==> config.mk <==
export PLATFORM = sky130hd
export DESIGN_NAME = mux_nto1_reg
export DESIGN_NICKNAME = d
export VERILOG_FILES = /design/src/rtl/mux_nto1_reg.sv
export SDC_FILE = /design/constraint.sdc
export NUM_CORES = 1
export LEC_CHECK = 0
export ABC_AREA = 1
export ABC_CLOCK_PERIOD_IN_PS = 2970
export CORE_ASPECT_RATIO = 0.9
export CORE_UTILIZATION = 38
export CTS_CLUSTER_SIZE = 8
export DETAILED_ROUTE_END_ITERATION = 8
export PLACE_DENSITY = 0.85
export SLEW_MARGIN = 20
export SYNTH_ARGS = -nofsm -noshare
export SYNTH_HDL_FRONTEND = slang
export SYNTH_SLANG_ARGS = --single-unit
==> constraint.sdc <==
create_clock -name CLK -period 2.97 [get_ports CLK]
set_clock_uncertainty 0.15 [all_clocks]
set_input_delay 0.891 -clock CLK [delete_from_list [all_inputs] [get_ports CLK]]
set_output_delay 0.891 -clock CLK [all_outputs]
set_load 0.01 [all_outputs]
==> src/rtl/mux_nto1_reg.sv <==
// mux_nto1_reg: N-to-1 valid/ready multiplexer feeding a single-entry registered output.
// Define MUXN_ROUNDROBIN_EN to add the RR port and a round-robin arbitration mode.
module mux_nto1_reg #(
    parameter int N = 4,
    parameter int W = 8,
    localparam int SELW = (N > 1) ? $clog2(N) : 1
) (
    input  logic            CLK,
    input  logic            RST,
    input  logic [N*W-1:0]  A,
    input  logic [N-1:0]    AV,
    output logic [N-1:0]    AR,
    input  logic [SELW-1:0] SEL,
    output logic [W-1:0]    Y,
    output logic            YV,
    input  logic            YR,
    output logic [SELW-1:0] GNT
`ifdef MUXN_ROUNDROBIN_EN
    ,
    input  logic            RR
`endif
);

    logic [W-1:0]    ch [N];
    logic [SELW-1:0] c;
    logic            c_valid;
    logic            sel_ok;
    logic            load;
    logic            xfer;

    for (genvar g = 0; g < N; g++) begin : g_unpack
        assign ch[g] = A[g*W +: W];
    end

    // Select values at or beyond N address no channel.
    assign sel_ok = int'(SEL) < N;

`ifdef MUXN_ROUNDROBIN_EN
    logic [SELW-1:0] p;
    logic [SELW-1:0] c_rr;
    logic            rr_found;

    // NOTE: every always_comb output gets a default first so no latch is inferred.
    always_comb begin
        c_rr     = p;
        rr_found = 1'b0;
        for (int k = 1; k <= N; k++) begin
            if (!rr_found && AV[(int'(p) + k) % N]) begin
                rr_found = 1'b1;
                c_rr     = SELW'((int'(p) + k) % N);
            end
        end
    end

    assign c       = RR ? c_rr : SEL;
    assign c_valid = RR ? rr_found : sel_ok;
`else
    assign c       = SEL;
    assign c_valid = sel_ok;
`endif

    // The register accepts when empty or when its current beat drains this cycle.
    assign load = !RST && (!YV || YR);
    assign AR   = (load && c_valid) ? (N'(1) << c) : '0;
    assign xfer = load && c_valid && AV[c];

    // NOTE: state is updated with non-blocking assignments; reset is sampled on the clock edge.
    always_ff @(posedge CLK) begin
        if (RST) begin
            Y   <= '0;
            YV  <= 1'b0;
            GNT <= '0;
`ifdef MUXN_ROUNDROBIN_EN
            p   <= SELW'(N - 1);
`endif
        end else if (xfer) begin
            Y   <= ch[c];
            YV  <= 1'b1;
            GNT <= c;
`ifdef MUXN_ROUNDROBIN_EN
            if (RR) p <= c;
`endif
        end else if (YR) begin
            YV  <= 1'b0;
        end
    end

endmodule

==> results.md, run 1 <==
- The share of synthesized area occupied by flip-flops and latches is 26.5%.
- The internal power component is 0.313 mW.
- For this run the aggregate overflow at the end of global routing stands at 0.
- The relative area change from synthesis to final layout is 71.9%.
- The cell area after synthesis is 830 um^2.
- In this run the number of H-tree levels came out at 1.
- The first global-routing pass estimated just over 4000 um of wire.
- The final period utilization is 97.6%.
- The total core area is 0.00199 mm^2.
- The die width is around 50 um.
- Setup repair after global routing left no endpoint under its margin.
- Among all flip-flop cells after synthesis, the most frequent one is sky130_fd_sc_hd__dfxtp_1.
- The count of flip-flops with a built-in enable after synthesis is 0.
- For this run, the number of Yosys warnings is 0.
- Cells fill between 70% and 80% of the core in the end.
- In the synthesized netlist the async set-or-reset flop fraction comes to 0%.
- The average instance in the mapped netlist occupies between 5 and 6 um^2.
- Buffers placed on the I/O ports in this run total 55.
- Global routing used 23.3% of the available tracks across all layers.
- In the routed design, unresolved DRC markers number 0.
- The clock-pin slew on the worst setup and hold paths is ~70 ps.
- In the final routed layout, each cell accounts on average for 11.6 um.
- In this run the remaining antenna-violating nets after routing total 0.
- The areal power density over the cells is ~310 mW/mm^2.
- The count of non-filler cells in the finished layout is 225.
- In the final design database the tool counted 242 nets.
- The clock net in this run drives a total of 11 sinks.
- The final hold violation count is 0.
- After synthesis, the most frequently instantiated cells are sky130_fd_sc_hd__nand2_1, sky130_fd_sc_hd__nand3_1, sky130_fd_sc_hd__nor2_1.
- In this run the tightest slew margin relative to its limit is 67.3%.
- At the end of routability-driven placement, the weighted congestion stood at 0.799.
- The number of global-route vias before repair came to 989.
- sky130_fd_sc_hd__dfxtp_1 takes more of the synthesized area than any other cell.
- The number of standard-cell rows in the floorplan is 15.
- Derived from the worst setup path, the maximum achievable clock frequency is between 300 and 400 MHz.
- The clock tree root buffer cell is sky130_fd_sc_hd__clkbuf_4.
- In this run, synthesis produced a sequential element count of 11.
- In this run the deepest clock path goes through 2 buffers.
- The top-level port count is 56.
- The hold buffer count at CTS is 0.
- The initial core utilization is 41.7%.
- The worst setup path is launched from an input pin.
- Cells with a size suffix above 1 make up 13.5% of the layout.
- Once detailed placement completed, the half-perimeter wirelength came to 2070 um.
- Synthesis produced between 100 and 150 cells.
- In this run, CTS created clock tree buffers numbering 3.
- By instance count, the leading cell after synthesis is sky130_fd_sc_hd__nand2_1.
- Summing over every cut layer, the via total after detailed routing is 1141.
- The power dissipated by switching net loads is 0.136 mW.
- In this run the worst hold path is classified as flop to flop.
- The number of nets in the synthesized netlist is 181.
- The required time of the worst setup path is 1930 ps.
- The portion of total power attributed to sequential cells is 37.0%.
- The total instance count after detailed placement is 220.
- The final max-slew violation count is 0.
- The largest fanout of any net on the critical path is 4.
- The hold slack is between 300 and 400 ps.
- The signal arrival time at the worst endpoint is roughly 1900 ps.
- The maximum number of pins on one net before global-route repair is 19.
- Yosys attributes the largest share of cell area to sky130_fd_sc_hd__dfxtp_1, sky130_fd_sc_hd__nand2_1, sky130_fd_sc_hd__nand3_1.
- The latest clock arrival within the worst-skew pair is 260 ps.
- 0 antenna diodes ended up in the layout.
- The largest voltage drop on the vdd net is 0.000231 V.
- The number of distinct library cell variants in the gate-level netlist after synthesis is 16.
- The detailed-routing iteration count for the pre-antenna-repair pass is 4.
- The worst setup path is captured at an output port.
- Summed over all cells, the static leakage comes to 0.684 nW.
- The share of total power dissipated in combinational logic is 40.4%.
- In the final timing run, aggregate negative setup slack is 0 ps.
- The total detailed-routing wirelength is between 2000 and 3000 um.
- The critical path class is input pin to output port.
- The routed design could run at a clock period as short as 2900 ps.
- The run finished with clean final reports.
- The number of failing setup endpoints in the final timing report is 0.
- The clock tree from TritonCTS is done.
- Net switching is 30.3% of the power.
- Using the TritonRoute via totals, the vias-per-cell ratio works out to 5.07.
- In this run, the clock network consumes a little under a quarter of the power.
- The worst-margin pin slew is 489 ps.
- The number of antenna violations at the first check in global routing is 0.
- The share of Yosys cell area claimed by the top area cell type is a little over a quarter.
- The max-capacitance violation count is 0.
- The die is about 46 um tall.
- The first routing iteration left 34 violations.
- The die covers 0.00237 mm^2.
final timing paths:
kind / startpoint / end / slack, ps / cells after the start
max: RST / AR[2] / 70 / 5
min reg2reg: Y[4]$_SDFFE_PP0P_ / Y[4]$_SDFFE_PP0P_ / 330 / 2
min: Y[4]$_SDFFE_PP0P_ / Y[4]$_SDFFE_PP0P_ / 330 / 2
max reg2reg: YV$_SDFFE_PP0P_ / GNT[1]$_SDFFE_PP0P_ / 1680 / 8
worst max-delay path: stages:
cell and delay [ps]:
sky130_fd_sc_hd__clkdlybuf4s50_1 460, sky130_fd_sc_hd__nor2_4 130, sky130_fd_sc_hd__inv_2 70, sky130_fd_sc_hd__nor3_2 160
sky130_fd_sc_hd__buf_2 160
state kept, by name, indices dropped and copies added (netlist names):
signal  cells
GNT         2
Y           8
YV          1
power groups by stage:
stage | Sequential (mW) | Clock (mW) | Combinational [mW]
after floorplan | 0.174 | 0 | 0.0798
final | 0.166 | 0.101 | 0.181
after global routing | 0.167 | 0.114 | 0.198
after detailed placement | 0.169 | 0 | 0.180
after CTS | 0.166 | 0.103 | 0.181
after global placement | 0.168 | 0 | 0.177
cell type report:
| class | instances | area (um^2) |
|---|---|---|
| well taps | 25 | 31.3 |
| fillers | 188 | 563 |
| clock buffers | 4 | 26.3 |
| repair buffers | 65 | 604 |
| flip-flops and latches | 11 | 220 |
| inverters | 8 | 30.0 |
| multi-input cells | 112 | 514 |
layout by cell type (no fill, tap or decap), types with 2 or more instances in the layout:
master                            instances
sky130_fd_sc_hd__nor3_1                   2
sky130_fd_sc_hd__nor3_2                   2
sky130_fd_sc_hd__nand2_1                 44
sky130_fd_sc_hd__nand3_1                 33
sky130_fd_sc_hd__dfxtp_1                 11
sky130_fd_sc_hd__clkbuf_4                 3
sky130_fd_sc_hd__inv_2                    3
sky130_fd_sc_hd__nor2_1                  17
sky130_fd_sc_hd__inv_1                    5
sky130_fd_sc_hd__buf_2                    4
sky130_fd_sc_hd__a21oi_1                  8
sky130_fd_sc_hd__clkdlybuf4s50_1         50
sky130_fd_sc_hd__buf_4                   10
sky130_fd_sc_hd__nand2_2                  2
layer usage:
metal  part of all wire (%)  GRT usage [%]  vias up
met5                      0              0        -
met4                      0           3.24        0
met3                    9.1           5.94        0
met2                     51           45.3       56
met1                     40           26.4      514
li1                       -              -      571
stage by stage:
| stage | setup slack, ps | power (mW) | instance area (um^2) |
|---|---|---|---|
| floorplan | 249 | 0.254 | 830 |
| global placement | -409 | 0.346 | 1400 |
| detailed placement | -460 | 0.350 | 1400 |
| CTS | 89.9 | 0.450 | 1430 |
| global route | 19.2 | 0.478 | 1430 |
| finish | 71.4 | 0.448 | 1430 |
cells by family after synthesis:
group	Yosys count	share of synthesized area, %
AO/OA/AOI/OAI	9	5.43
AND/OR/NAND/NOR	103	55.4
buffers and inverters	17	12.7
flip-flops	11	26.5
timing repair:
item,4_1_cts,5_1_grt
setup endpoints to repair,4,0
resized for setup,21,0
setup buffers,1,0
No activity file was read; power rests on OpenSTA's default activity.
==> run 2, diff against run 1 <==
--- a/config.mk
+++ b/config.mk
@@ -7,7 +7,7 @@
 export LEC_CHECK = 0
 export ABC_AREA = 1
 export ABC_CLOCK_PERIOD_IN_PS = 2970
-export CORE_ASPECT_RATIO = 0.9
+export CORE_ASPECT_RATIO = 0.75
 export CORE_UTILIZATION = 38
 export CTS_CLUSTER_SIZE = 8
 export DETAILED_ROUTE_END_ITERATION = 8
==> run 2 against run 1 <==
Compared with the run above:
- worst setup slack worse by 12 ps
- non-clock buffer count unchanged
- clock power is essentially flat
- via count is 0.35% lower
- register-to-register slack lost 170 ps
- final area grew 0.61%
- sequential share of layout area down 0.094 points
- combinational power increased by 2%
- critical endpoint unchanged
==> results.md, run 2 (synthesis gave the netlist of run 1 again) <==
- The top register by number of flip-flops is Y.
- The number of filler instances in the final layout is 191.
- Net switching is 30.8% of the power.
- The first global-routing pass estimated 4420 um of wire.
- Dividing the detail-routed wire length by the instance count gives 12.1 um.
- Cell internal power was estimated by the tool at 0.313 mW.
- The smallest setup slack after layout is 59.1 ps.
- The required time of the worst setup path is 1930 ps.
- The relative area change from synthesis to final layout is 73.0%.
- The largest voltage drop on the vdd net is 0.000246 V.
- The setup TNS is 0 ps.
- The final hold violation count came to 0.
- The initial core utilization is 40.8%.
- Leaving out fill and tap cells, the most frequent cells in the layout are sky130_fd_sc_hd__clkdlybuf4s50_1, sky130_fd_sc_hd__nand2_1, sky130_fd_sc_hd__nand3_1, sky130_fd_sc_hd__nor2_1, sky130_fd_sc_hd__dfxtp_1.
- The number of placed instances, taps included, is approximately 220.
- The post-detailed-route count of antenna-violating nets is 0.
- For this design the ratio of total power to cell area is 316 mW/mm^2.
- The number of nets at the end of the flow is between 200 and 250.
- The number of vias in the routed layout is 1137.
- The floorplan step set the die height to 42.5 um.
- The top-level port count is 56.
- The floorplan step defined a die boundary enclosing approximately 0.0024 mm^2.
- The worst-margin pin slew is 564 ps.
- The total detailed-routing wirelength is approximately 2700 um.
- The number of antenna violations at the first check in global routing is 0.
- The cell area after placement is 0.00140 mm^2.
- The capturing element type of the critical path is an output port.
- The nature of the critical path startpoint is an input pin.
- The finished layout holds 224 standard cells, fillers aside.
- Once detailed placement completed, the half-perimeter wirelength came to about 2000 um.
- The number of H-tree levels is 1.
- Entering global routing, the biggest net connects 19 pins.
- The share of post-route cells with drive strength above 1 is roughly 14%.
- The number of global-route vias before repair came to 1079.
- The tool flagged a number of max-cap violations equal to 0.
- The detailed-routing iteration count for the pre-antenna-repair pass is 4.
- The core region is between 0.002 and 0.0025 mm^2.
- The clock tree from TritonCTS is done.
- At the end of routability-driven placement, the weighted congestion stood at 0.887.
- The library cell used most frequently in the layout, excluding fill and tap cells, is sky130_fd_sc_hd__clkdlybuf4s50_1.
- Data on the critical path arrives at its endpoint at 1870 ps.
- The run finished with clean final reports.
- Buffers placed on the I/O ports in this run total 55.
- The relative max-transition margin is between 60% and 70%.
- The clock period minus final worst setup slack is 2910 ps.
- Setup repair after global routing left no endpoint under its margin.
- The number of standard-cell rows in the floorplan is 14.
- The final max-slew violation count is 0.
- The clock tree root buffer cell is sky130_fd_sc_hd__clkbuf_4.
- The type of the worst min-delay path is flop to flop.
- The flip-flop count of the largest register, all copies and words added is 8.
- The initial DRC count is 35.
- The power dissipated by switching net loads is 0.140 mW.
- The die width is 56.0 um.
- The portion of total power attributed to sequential cells is a little under two fifths.
- The largest fanout of any net on the critical path is 4.
- The latest clock arrival within the worst-skew pair is 270 ps.
- The number of failing setup endpoints in the final timing report is 0.
- The longest clock path from root to sink contains 2 buffers.
- Based on the critical path, the design can be clocked at up to 344 MHz.
- The mean number of vias per cell is about 5.
- The analysis attributes to cell leakage a power of between 0.6 and 0.7 nW.
- Of the total power, the clock network draws 22.4%.
- The multi-input gate area in the final layout is 524 um^2.
- The power share of the combinational group is 40.9%.
- In the final layout, flip-flops and latches occupy 220 um^2.
- The global-route congestion overflow total is 0.
- The tightest hold path in the finished design has a slack of around 330 ps.
- The number of antenna diodes in the final layout is 0.
- The final routed DRC violation total is 0.
- Clock-pin slew was measured on the worst setup and hold paths at 60 ps.
- The critical path class is input pin to output port.
- In the final layout, the registers with the most flip-flops are Y: 8 flops, GNT: 2 flops, YV: 1 flops.
- Global routing used 23.8% of the available tracks.
- At the placement stage, the worst setup path has a slack of -488 ps.
- The number of clock buffers added by TritonCTS is 3.
- The clock net in this run drives a total of 11 sinks.
- After routing the design area is 0.00144 mm^2.
- The final period utilization is 98.0%.
==> run 2: layout make-up <==
type | instances | share of cell area (%)
clock buffers | 4 | 1.83
inverters | 8 | 2.09
multi-input cells | 112 | 36.5
flip-flops and latches | 11 | 15.3
well taps | 24 | 2.09
repair buffers | 65 | 42.1
==> run 2: path summary, 6_finish.rpt <==
kind                            start                   to  slack [ps]  cells past startpoint
setup / recovery                  RST                AR[2]          60                      5
hold reg to reg   GNT[1]$_SDFFE_PP0P_  GNT[1]$_SDFFE_PP0P_         330                      2
hold / removal    GNT[1]$_SDFFE_PP0P_  GNT[1]$_SDFFE_PP0P_         330                      2
setup reg to reg      YV$_SDFFE_PP0P_  GNT[0]$_SDFFE_PP0P_        1510                      9
==> run 2: per-layer routing <==
metal	GRT usage (%)	part of all wire (%)	vias up	wire, um
li1	-	-	572	-
met1	26.8	43	506	1170
met2	42.7	47	53	1270
met3	7.41	7.9	6	215
met4	8.29	1.9	0	51
met5	0	0	-	0
==> run 2: per-stage QoR <==
stage,util [%],power (mW)
global route,70.6,0.479
global placement,69.0,0.346
detailed placement,69.0,0.351
CTS,70.6,0.454
floorplan,-,0.254
finish,70.6,0.453
==> run 2: power groups by stage <==
| stage | clock [mW] | sequential, mW | combinational, mW |
|---|---|---|---|
| after detailed placement | 0 | 0.169 | 0.181 |
| after floorplan | 0 | 0.174 | 0.0798 |
| after CTS | 0.104 | 0.166 | 0.184 |
| final | 0.102 | 0.166 | 0.185 |
| after global placement | 0 | 0.169 | 0.178 |
| after global routing | 0.110 | 0.167 | 0.201 |
==> run 2: worst max-delay path: stages <==
cell and delay, ps:
sky130_fd_sc_hd__clkdlybuf4s50_1 460, sky130_fd_sc_hd__nor2_4 140, sky130_fd_sc_hd__inv_2 80, sky130_fd_sc_hd__nor3_2 150, sky130_fd_sc_hd__buf_2 150
==> run 2: repair_timing <==
action	4_1_cts	5_1_grt
hold buffers	0	0
gates resized for setup	23	0
setup endpoints to repair	4	0
setup buffers	1	0
